### src/rtl/ofs_fim_eth_if_pkg.sv
// Shared Ethernet RX definitions: error sideband width, frame classes,
// monitor FSM states and small helpers used by the RX packet monitor.
package ofs_fim_eth_if_pkg;

    localparam int ETH_RX_ERROR_WIDTH = 2;

    typedef enum logic [1:0] {
        CLS_GOOD,
        CLS_ERR,
        CLS_RUNT,
        CLS_OVERSIZE
    } eth_frame_class_e;

    typedef enum logic {
        ST_IDLE,
        ST_IN_PKT
    } eth_rx_mon_state_e;

    // Number of valid bytes in a beat (tkeep bits set).
    function automatic logic [3:0] keep_popcount(input logic [7:0] keep);
        logic [3:0] n;
        n = 4'd0;
        for (int i = 0; i < 8; i++) begin
            n = n + {3'b000, keep[i]};
        end
        return n;
    endfunction

    // Error wins over runt, runt over oversize, oversize over good.
    function automatic eth_frame_class_e classify_frame(
        input logic        err,
        input logic [15:0] len,
        input logic [15:0] min_len,
        input logic [15:0] max_len
    );
        eth_frame_class_e cls;
        if (err) begin
            cls = CLS_ERR;
        end else if (len < min_len) begin
            cls = CLS_RUNT;
        end else if (len > max_len) begin
            cls = CLS_OVERSIZE;
        end else begin
            cls = CLS_GOOD;
        end
        return cls;
    endfunction

endpackage

### src/rtl/eth_sat_counter.sv
// Saturating statistics counter: adds inc_amount when inc is set, sticks at
// all-ones instead of wrapping, and a synchronous clear beats any increment.
module eth_sat_counter #(
    parameter int WIDTH     = 32,
    parameter int INC_WIDTH = 1
) (
    input  logic                 clk,
    input  logic                 rst,
    input  logic                 clr,
    input  logic                 inc,
    input  logic [INC_WIDTH-1:0] inc_amount,
    output logic [WIDTH-1:0]     count
);

    localparam int SUM_WIDTH = ((WIDTH > INC_WIDTH) ? WIDTH : INC_WIDTH) + 1;

    logic [WIDTH-1:0]     r_count;
    logic [SUM_WIDTH-1:0] w_sum;
    logic [SUM_WIDTH-1:0] w_max;

    assign w_sum = SUM_WIDTH'(r_count) + SUM_WIDTH'(inc_amount);
    assign w_max = SUM_WIDTH'({WIDTH{1'b1}});
    assign count = r_count;

    // Count register: clear has priority, otherwise add and clamp at all-ones.
    always_ff @(posedge clk or posedge rst) begin
        if (rst) begin
            r_count <= '0;
        end else if (clr) begin
            r_count <= '0;
        end else if (inc) begin
            r_count <= (w_sum > w_max) ? '1 : w_sum[WIDTH-1:0];
        end
    end

endmodule

### src/rtl/eth_rx_axis_pkt_mon.sv
// RX AXI-Stream packet monitor: a one-stage register slice between the RX CDC
// FIFO and the traffic checker, classifying every frame it carries and keeping
// saturating good/error/runt/oversize/byte statistics.
module eth_rx_axis_pkt_mon
    import ofs_fim_eth_if_pkg::*;
#(
    parameter int CNT_WIDTH     = 32,
    parameter int MIN_FRAME_LEN = 64,
    parameter int MAX_FRAME_LEN = 1518
) (
    input  logic                          clk,
    input  logic                          rst,
    input  logic                          s_tvalid,
    input  logic                          s_tlast,
    input  logic [63:0]                   s_tdata,
    input  logic [7:0]                    s_tkeep,
    input  logic [ETH_RX_ERROR_WIDTH-1:0] s_tuser,
    output logic                          s_tready,
    output logic                          m_tvalid,
    output logic                          m_tlast,
    output logic [63:0]                   m_tdata,
    output logic [7:0]                    m_tkeep,
    output logic [ETH_RX_ERROR_WIDTH-1:0] m_tuser,
    input  logic                          m_tready,
    input  logic                          clr_stats,
    output logic [CNT_WIDTH-1:0]          good_cnt,
    output logic [CNT_WIDTH-1:0]          err_cnt,
    output logic [CNT_WIDTH-1:0]          runt_cnt,
    output logic [CNT_WIDTH-1:0]          oversize_cnt,
    output logic [CNT_WIDTH+7:0]          byte_cnt,
    output logic [15:0]                   last_len,
    output logic                          last_len_vld
);

    logic                          r_m_tvalid;
    logic                          r_m_tlast;
    logic [63:0]                   r_m_tdata;
    logic [7:0]                    r_m_tkeep;
    logic [ETH_RX_ERROR_WIDTH-1:0] r_m_tuser;

    eth_rx_mon_state_e r_state;
    eth_rx_mon_state_e w_state_next;
    logic [15:0]       r_len_acc;
    logic              r_err;
    logic [15:0]       r_last_len;
    logic              r_last_len_vld;

    logic              w_s_hs;
    logic              w_frame_end;
    logic [15:0]       w_len_base;
    logic              w_err_base;
    logic [16:0]       w_len_sum;
    logic [15:0]       w_frame_len;
    logic              w_frame_err;
    eth_frame_class_e  w_frame_cls;
    logic              w_inc_good;
    logic              w_inc_err;
    logic              w_inc_runt;
    logic              w_inc_over;

    assign s_tready    = ~r_m_tvalid | m_tready;
    assign w_s_hs      = s_tvalid & s_tready;
    assign w_frame_end = w_s_hs & s_tlast;

    assign m_tvalid     = r_m_tvalid;
    assign m_tlast      = r_m_tlast;
    assign m_tdata      = r_m_tdata;
    assign m_tkeep      = r_m_tkeep;
    assign m_tuser      = r_m_tuser;
    assign last_len     = r_last_len;
    assign last_len_vld = r_last_len_vld;

    // Output valid follows the sink whenever the slice is free to load.
    always_ff @(posedge clk or posedge rst) begin
        if (rst) begin
            r_m_tvalid <= 1'b0;
        end else if (s_tready) begin
            r_m_tvalid <= s_tvalid;
        end
    end

    // Payload registers load only on an accepted beat and need no reset.
    always_ff @(posedge clk) begin
        if (w_s_hs) begin
            r_m_tdata <= s_tdata;
            r_m_tkeep <= s_tkeep;
            r_m_tuser <= s_tuser;
            r_m_tlast <= s_tlast;
        end
    end

    // Frame tracking state register.
    always_ff @(posedge clk or posedge rst) begin
        if (rst) begin
            r_state <= ST_IDLE;
        end else begin
            r_state <= w_state_next;
        end
    end

    // Next state plus running length/error, restarting whenever we are idle.
    always_comb begin
        w_state_next = r_state;
        w_len_base   = 16'h0000;
        w_err_base   = 1'b0;
        if (r_state == ST_IN_PKT) begin
            w_len_base = r_len_acc;
            w_err_base = r_err;
        end
        w_len_sum   = {1'b0, w_len_base} + {13'h0000, keep_popcount(s_tkeep)};
        w_frame_len = w_len_sum[16] ? 16'hFFFF : w_len_sum[15:0];
        w_frame_err = w_err_base | (|s_tuser);
        w_frame_cls = classify_frame(w_frame_err, w_frame_len,
                                     16'(MIN_FRAME_LEN), 16'(MAX_FRAME_LEN));
        if (w_s_hs) begin
            w_state_next = s_tlast ? ST_IDLE : ST_IN_PKT;
        end
    end

    // Length accumulator and sticky error, emptied again at each frame end.
    always_ff @(posedge clk or posedge rst) begin
        if (rst) begin
            r_len_acc <= 16'h0000;
            r_err     <= 1'b0;
        end else if (w_s_hs) begin
            r_len_acc <= s_tlast ? 16'h0000 : w_frame_len;
            r_err     <= s_tlast ? 1'b0 : w_frame_err;
        end
    end

    // Most recent frame length with a one-cycle strobe; not affected by clr_stats.
    always_ff @(posedge clk or posedge rst) begin
        if (rst) begin
            r_last_len     <= 16'h0000;
            r_last_len_vld <= 1'b0;
        end else begin
            r_last_len_vld <= w_frame_end;
            if (w_frame_end) begin
                r_last_len <= w_frame_len;
            end
        end
    end

    assign w_inc_good = w_frame_end & (w_frame_cls == CLS_GOOD);
    assign w_inc_err  = w_frame_end & (w_frame_cls == CLS_ERR);
    assign w_inc_runt = w_frame_end & (w_frame_cls == CLS_RUNT);
    assign w_inc_over = w_frame_end & (w_frame_cls == CLS_OVERSIZE);

    eth_sat_counter #(.WIDTH(CNT_WIDTH), .INC_WIDTH(1)) u_good_cnt (
        .clk(clk), .rst(rst), .clr(clr_stats), .inc(w_inc_good),
        .inc_amount(1'b1), .count(good_cnt)
    );

    eth_sat_counter #(.WIDTH(CNT_WIDTH), .INC_WIDTH(1)) u_err_cnt (
        .clk(clk), .rst(rst), .clr(clr_stats), .inc(w_inc_err),
        .inc_amount(1'b1), .count(err_cnt)
    );

    eth_sat_counter #(.WIDTH(CNT_WIDTH), .INC_WIDTH(1)) u_runt_cnt (
        .clk(clk), .rst(rst), .clr(clr_stats), .inc(w_inc_runt),
        .inc_amount(1'b1), .count(runt_cnt)
    );

    eth_sat_counter #(.WIDTH(CNT_WIDTH), .INC_WIDTH(1)) u_oversize_cnt (
        .clk(clk), .rst(rst), .clr(clr_stats), .inc(w_inc_over),
        .inc_amount(1'b1), .count(oversize_cnt)
    );

    eth_sat_counter #(.WIDTH(CNT_WIDTH + 8), .INC_WIDTH(16)) u_byte_cnt (
        .clk(clk), .rst(rst), .clr(clr_stats), .inc(w_inc_good),
        .inc_amount(w_frame_len), .count(byte_cnt)
    );

endmodule
### config.mk
export PLATFORM = sky130hd
export DESIGN_NAME = eth_rx_axis_pkt_mon
export DESIGN_NICKNAME = d
export VERILOG_FILES = /design/src/rtl/ofs_fim_eth_if_pkg.sv /design/src/rtl/eth_sat_counter.sv /design/src/rtl/eth_rx_axis_pkt_mon.sv
export SDC_FILE = /design/constraint.sdc
export NUM_CORES = 1
export LEC_CHECK = 0
export CORE_MARGIN = 5
export CORE_UTILIZATION = 41
export DETAILED_ROUTE_END_ITERATION = 12
export GPL_ROUTABILITY_DRIVEN = 0
export GPL_TIMING_DRIVEN = 1
export PLACE_DENSITY = 0.66
export SYNTH_ARGS = -nofsm -noshare
export SYNTH_HDL_FRONTEND = slang
export SYNTH_SLANG_ARGS = --single-unit
export TNS_END_PERCENT = 1
### constraint.sdc
create_clock -name clk -period 14.5 [get_ports clk]
set_input_delay 3.625 -clock clk [delete_from_list [all_inputs] [get_ports clk]]
set_output_delay 3.625 -clock clk [all_outputs]
set_load 0.005 [all_outputs]
==> impl_metrics.env, run 1 <==
export IMPL_start_util=0.414
export IMPL_place_inst=2571
export IMPL_cts_sinks=279
export IMPL_drive_gt1_frac=0.0657
export IMPL_yosys_warnings=0
export IMPL_post_drt_via_cell_ratio=6.06
export IMPL_synth_nets=1935
export IMPL_finClkSkew_ns=0.0227
export IMPL_outcome="finished, final reports clean"
export IMPL_synth_edf_count=75
export IMPL_port_buffers=341
export IMPL_final_nets=2194
export IMPL_synthFlopType="dfrtp_1"
export IMPL_drc=0
export IMPL_drtIter0Drc=1666
export IMPL_synth_seq_cells=279
export IMPL_synth_area_per_cell_um2=9.29
export IMPL_ys_types=94
export IMPL_wire_per_inst_um=21.3
export IMPL_power_leakage_uw=0.00774
export IMPL_cts_hold_buf=0
export IMPL_dp_hpwl_um=40000
export IMPL_num_io_pins=342
export IMPL_critPathLaunchType="input port"
export IMPL_tns_ns=0
export IMPL_synth_common_cells="dfrtp_1 (204), nor2_1 (178), nand2_1 (159)"
export IMPL_synth_top_area_cell="dfrtp_1"
export IMPL_postRouteAntennaNets=0
export IMPL_end_kind="register"
export IMPL_ys_seq_area_frac=0.436
export IMPL_die_width_um=213
export IMPL_antenna_found_initial=0
export IMPL_vias=15900
export IMPL_syn2layout_area_growth_pct=27.0
export IMPL_p_total_uw=1880
export IMPL_core_area_um2=40700
export IMPL_cts_resized_gates=0
export IMPL_finalWorstPathRequiredPeriod_ns=10.81
export IMPL_setup_ws_ns=3.69
export IMPL_htreeDepth=2
export IMPL_insertion_delay_ns=0.54
export IMPL_powerDensity_nw_per_um2=87.8
export IMPL_cts_max_path_buffers=3
export IMPL_crit_path_cell_trace="clkdlybuf4s50_1, fa_1, inv_1, fa_1, fa_1, fa_1, inv_1, fa_1, a211oi_2, or2_1, or3_1, o21ai_0, ha_1, nand4_1, a311o_1, a311oi_1, o21ai_1, nor4_2, nor2_2, a311oi_1"
export IMPL_finalMaxSlewViolations=0
export IMPL_clock_fmax_mhz=92.5
export IMPL_crit_required_ns=14.92
export IMPL_first_pass_iters=7
export IMPL_cp_slowest_cell="nor4_2"
export IMPL_cp_arrival_ns=11.23
export IMPL_wirelength_um=56200
export IMPL_grt_max_degree=88
export IMPL_post_cts_buffers=0
export IMPL_path_common_cell="fa_1"
export IMPL_seq_area_um2=7360
export IMPL_cp_max_fo=12
export IMPL_synth_cells=1817
export IMPL_clkSlewWorstSetupHoldPaths_ns=0.06
export IMPL_clock_root_buffer="clkbuf_16"
export IMPL_slowest_delay_ns=1.09
export IMPL_synth_top_area_share=0.302
export IMPL_grt_overflow=0
export IMPL_cts_buffers=35
export IMPL_vdd_drop_max_uv=66.3
export IMPL_grt_pass1_wl_um=87100
export IMPL_synth_async_reset_ratio=0.731
export IMPL_hold_class="reg2reg"
export IMPL_post_place_ws_ns=3.20
export IMPL_multi_input_area_um2=8680
export IMPL_synthTopCellsByArea="dfrtp_1 (30%), edfxtp_1 (13%), nor2_1 (4.0%)"
export IMPL_antenna_cells=0
export IMPL_drv_cap=0
export IMPL_track_usage=0.237
export IMPL_finalSetupViolCount=0
export IMPL_grt_pass1_vias=14800
export IMPL_timing_final_crit_share=0.745
export IMPL_rsz0062_at_grt="false"
export IMPL_syn_cell_area_um2=16900
export IMPL_tightest_slew_ns=1.24
export IMPL_finalHoldViolations=0
export IMPL_cts_tree="yes"
export IMPL_rows=74
export IMPL_fill_cells=3717
export IMPL_yosysMostFrequentCell="dfrtp_1"
export IMPL_die_area_um2=45300
export IMPL_relSlewSlack=0.165
export IMPL_fp_dieH_um=213
export IMPL_final_util=0.526
export IMPL_critPathKind="in2reg"
export IMPL_finalNonFillerCells=2631
[stage by stage]
stage	hold slack [ns]	cell area (um2)
floorplan	0.465	16900
global placement	0.462	20400
detailed placement	0.464	20400
CTS	0.479	21400
global route	0.503	21400
finish	0.475	21400
[placed cells by master (no fill, tap or decap), types with 11 or more instances in the layout]
| master | Yosys | final |
|---|---|---|
| o211ai_1 | 13 | 13 |
| nand2b_1 | 11 | 11 |
| a211oi_1 | 65 | 65 |
| a21oi_1 | 113 | 113 |
| nor2_1 | 178 | 177 |
| a211oi_2 | 13 | 13 |
| buf_4 | 15 | 14 |
| nand3_1 | 80 | 80 |
| dfrtp_1 | 204 | 204 |
| nor2b_1 | 14 | 14 |
| and4_1 | 23 | 23 |
| a311oi_1 | 38 | 38 |
| ha_1 | 32 | 32 |
| nand2_1 | 159 | 159 |
| a311oi_2 | 13 | 13 |
| clkdlybuf4s50_1 | 0 | 340 |
| a41o_1 | 14 | 14 |
| a31oi_1 | 28 | 28 |
| o22ai_1 | 14 | 14 |
| nor3_1 | 63 | 63 |
| nand4_1 | 55 | 55 |
| edfxtp_1 | 75 | 75 |
| clkbuf_16 | 0 | 35 |
| and2_1 | 26 | 26 |
| and3_1 | 52 | 52 |
| xor2_1 | 16 | 16 |
| a22o_1 | 14 | 14 |
| nor4_1 | 27 | 26 |
| inv_1 | 52 | 50 |
| xnor2_1 | 35 | 35 |
| o21ai_0 | 70 | 70 |
[power by group]
part | switching [uW] | internal [uW] | total (uW)
clock | 341 | 454 | 795
sequential | 14.7 | 837 | 852
combinational | 131 | 104 | 235
total | 487 | 1400 | 1880
[routing by layer]
metal	track usage	vias to the layer above	wire [um]
met2	0.373	774	25700
met5	0	-	0
met1	0.331	7676	23800
met4	0.0640	0	1360
li1	-	7387	-
met3	0.0563	94	5220
[cell families after synthesis]
group / count (synthesis) / share of synthesized area
AND/OR/NAND/NOR: 769 / 0.242
buffers and inverters: 185 / 0.0511
XOR/XNOR: 51 / 0.0265
AO/OA/AOI/OAI: 485 / 0.208
adder cells (fa/ha/maj): 38 / 0.0308
multiplexers: 10 / 0.00623
flip-flops: 279 / 0.436
[registers in the layout, indices dropped and copies added, names as in the netlist]
register              flops
m_tkeep                   8
m_tuser                   2
m_tdata                  64
m_tvalid                  1
u_err_cnt.count          32
last_len_vld              1
m_tlast                   1
u_oversize_cnt.count     32
last_len                 16
u_byte_cnt.count         40
u_runt_cnt.count         32
r_err                     1
r_state                   1
r_len_acc                16
u_good_cnt.count         32
[critical path: cells and delay by family]
family	cells	cell delay, ns
AOI/OAI and AO/OA	6	2.01
buffers and inverters	3	0.56
and+or+nand+nor	5	2.42
adders and majority gates	6	2.59
[area by class of cell]
class / instances / share of cell area
inverter: 52 / 0.00946
timing repair buffer: 355 / 0.164
clock inverter: 14 / 0.00362
clock buffer: 46 / 0.0437
sequential: 279 / 0.343
tap: 532 / 0.0311
multi-input combinational: 1353 / 0.405
[worst paths after layout]
kind	to	slack [ns]	cells after the start	start
worst max-delay path	u_byte_cnt.count[38]	3.69	20	s_tkeep[0]
worst min-delay path	last_len[12]	0.47	2	last_len[12]
worst max register to register	u_byte_cnt.count[38]	7.33	18	r_state
worst min register to register	last_len[12]	0.47	2	last_len[12]
max in group asynchronous	u_good_cnt.count[15]	9.50	3	rst
min in group asynchronous	u_runt_cnt.count[17]	3.57	2	rst
No activity file was read; power rests on OpenSTA's default activity.
==> inputs of run 2 (changes only) <==
- clock period: 14.5 -> 10.6 ns (I/O delays scaled with it)
==> run 2 against run 1 <==
First-iteration DRC count decreased by 6.1%; non-clock buffer count grew 6; largest cell class unchanged; hold slack worse by 0.0026 ns; die area unchanged; critical path depth is 2 higher; clock-buffer cell count rose by 3; clock power rose by 53%; clock skew rose by 0.0024 ns; wire length grew 0.41%; highest routed layer unchanged; final cell count increased by 0.30%; via count increased by 0.92%.
==> impl_metrics.env, run 2 (same netlist as run 1, synthesis figures left out) <==
export IMPL_cp_max_fo=14
export IMPL_hold_path_startpoint="last_len[12]"
export IMPL_clock_root_buffer="clkbuf_16"
export IMPL_drc=0
export IMPL_drive_gt1_frac=0.0712
export IMPL_met3_wirelength_um=5180
export IMPL_cp_arrival_ns=10.15
export IMPL_htreeDepth=2
export IMPL_postRouteAntennaNets=0
export IMPL_post_place_ws_ns=0.450
export IMPL_largest_reg_flops=64
export IMPL_track_usage=0.238
export IMPL_rsz0062_at_grt="false"
export IMPL_cts_buffers=35
export IMPL_crit_required_ns=11.04
export IMPL_wirelength_um=56400
export IMPL_r2r_cells=20
export IMPL_whs_path_depth=2
export IMPL_r2r_start="r_state"
export IMPL_cts_resized_gates=0
export IMPL_routedLengthMet1_um=23900
export IMPL_antenna_found_initial=0
export IMPL_finalSetupViolCount=0
export IMPL_finalMaxSlewViolations=0
export IMPL_hold_class="reg2reg"
export IMPL_timing_hold_ws_ns=0.472
export IMPL_r2r_slack_ns=3.49
export IMPL_num_io_pins=342
export IMPL_timing_final_crit_share=0.916
export IMPL_port_buffers=341
export IMPL_cts_max_path_buffers=3
export IMPL_finalNonFillerCells=2639
export IMPL_finalWorstPathRequiredPeriod_ns=9.71
export IMPL_critPathKind="in2reg"
export IMPL_tns_ns=0
export IMPL_dp_hpwl_um=40400
export IMPL_drv_cap=0
export IMPL_finClkSkew_ns=0.0251
export IMPL_critPathLaunchType="input port"
export IMPL_final_cell_mix="clkdlybuf4s50_1 (340), dfrtp_1 (204), nor2_1 (177)"
export IMPL_clock_fmax_mhz=103
export IMPL_end_kind="register"
export IMPL_tightest_slew_ns=1.19
export IMPL_finalHoldViolations=0
export IMPL_syn2layout_area_growth_pct=28.2
export IMPL_antenna_cells=0
export IMPL_holdPathEnd="last_len[12]"
export IMPL_cts_sinks=279
export IMPL_grt_pass1_wl_um=87900
export IMPL_r2r_end="u_byte_cnt.count[38]"
export IMPL_grt_pass1_vias=15100
export IMPL_grt_overflow=0
export IMPL_vias=16100
export IMPL_post_cts_buffers=0
export IMPL_wire_per_inst_um=21.4
export IMPL_cts_tree="yes"
export IMPL_rows=74
export IMPL_post_drt_via_cell_ratio=6.09
export IMPL_fp_dieH_um=213
export IMPL_clkSlewWorstSetupHoldPaths_ns=0.06
export IMPL_relSlewSlack=0.202
export IMPL_cts_hold_buf=0
export IMPL_powerDensity_nw_per_um2=125
export IMPL_insertion_delay_ns=0.55
export IMPL_die_width_um=213
export IMPL_wl_met2_um=25500
export IMPL_core_area_um2=40700
export IMPL_final_nets=2200
export IMPL_first_pass_iters=5
export IMPL_power_leakage_uw=0.00785
export IMPL_die_area_um2=45300
export IMPL_drtIter0Drc=1565
export IMPL_place_inst=2577
export IMPL_dr_max_layer_used="met4"
export IMPL_final_common_cell="clkdlybuf4s50_1"
export IMPL_grt_max_degree=88
export IMPL_setup_ws_ns=0.887
export IMPL_outcome="finished, final reports clean"
export IMPL_start_util=0.414
export IMPL_vdd_drop_max_uv=98.8
==> run 2: worst max-delay path by stage <==
stage / slack [ns] / cells after the start / to / start
floorplan: 2.04 / 23 / u_byte_cnt.count[2] / s_tkeep[0]
global placement: 0.65 / 22 / u_byte_cnt.count[38] / s_tkeep[0]
detailed placement: 0.45 / 22 / u_byte_cnt.count[38] / s_tkeep[0]
CTS: 1.07 / 22 / u_byte_cnt.count[38] / s_tkeep[0]
global route: 0.50 / 22 / u_byte_cnt.count[38] / s_tkeep[0]
finish: 0.89 / 22 / u_byte_cnt.count[38] / s_tkeep[0]
==> run 2: worst max-delay path, stage by stage <==
cell and delay (ns):
clkdlybuf4s50_1 0.46, fa_1 0.57, inv_1 0.06, fa_1 0.47, fa_1 0.51, fa_1 0.20, inv_1 0.06, fa_1 0.41
a211oi_2 0.37, or2_1 0.41, or3_1 0.50, o21ai_0 0.32, ha_1 0.46, nand4_1 0.14, a311o_1 0.37, a311oi_1 0.42
o21ai_1 0.23, or4_1 0.78, buf_4 0.31, o21ai_0 0.09, a21oi_1 0.08, a311oi_1 0.27
==> run 2: cell type report <==
cell class	count	area, um2
Fill cell	3730	19100
Multi-Input combinational cell	1353	8680
Sequential cell	279	7360
Timing Repair Buffer	361	3560
Clock buffer	49	1000
Tap cell	532	666
Inverter	52	203
Clock inverter	13	164
==> run 2: metal layers <==
layer / GRT usage / vias up
met4: 0.0819 / 0
met3: 0.0511 / 100
met2: 0.375 / 773
li1: - / 7412
met5: 0 / -
met1: 0.328 / 7793
==> run 2: power by group <==
group	internal (uW)	total [uW]	switching, uW
clock network	735	1220	485
registers	1150	1170	20.0
logic	143	323	181
total	2020	2710	686
==> run 2: metrics by stage <==
stage,area (um2),utilization,power [uW]
CTS,21600,0.531,2750
detailed placement,20500,0.502,1510
global placement,20500,0.502,1500
finish,21600,0.531,2710
global route,21600,0.531,2820
floorplan,16900,-,1350
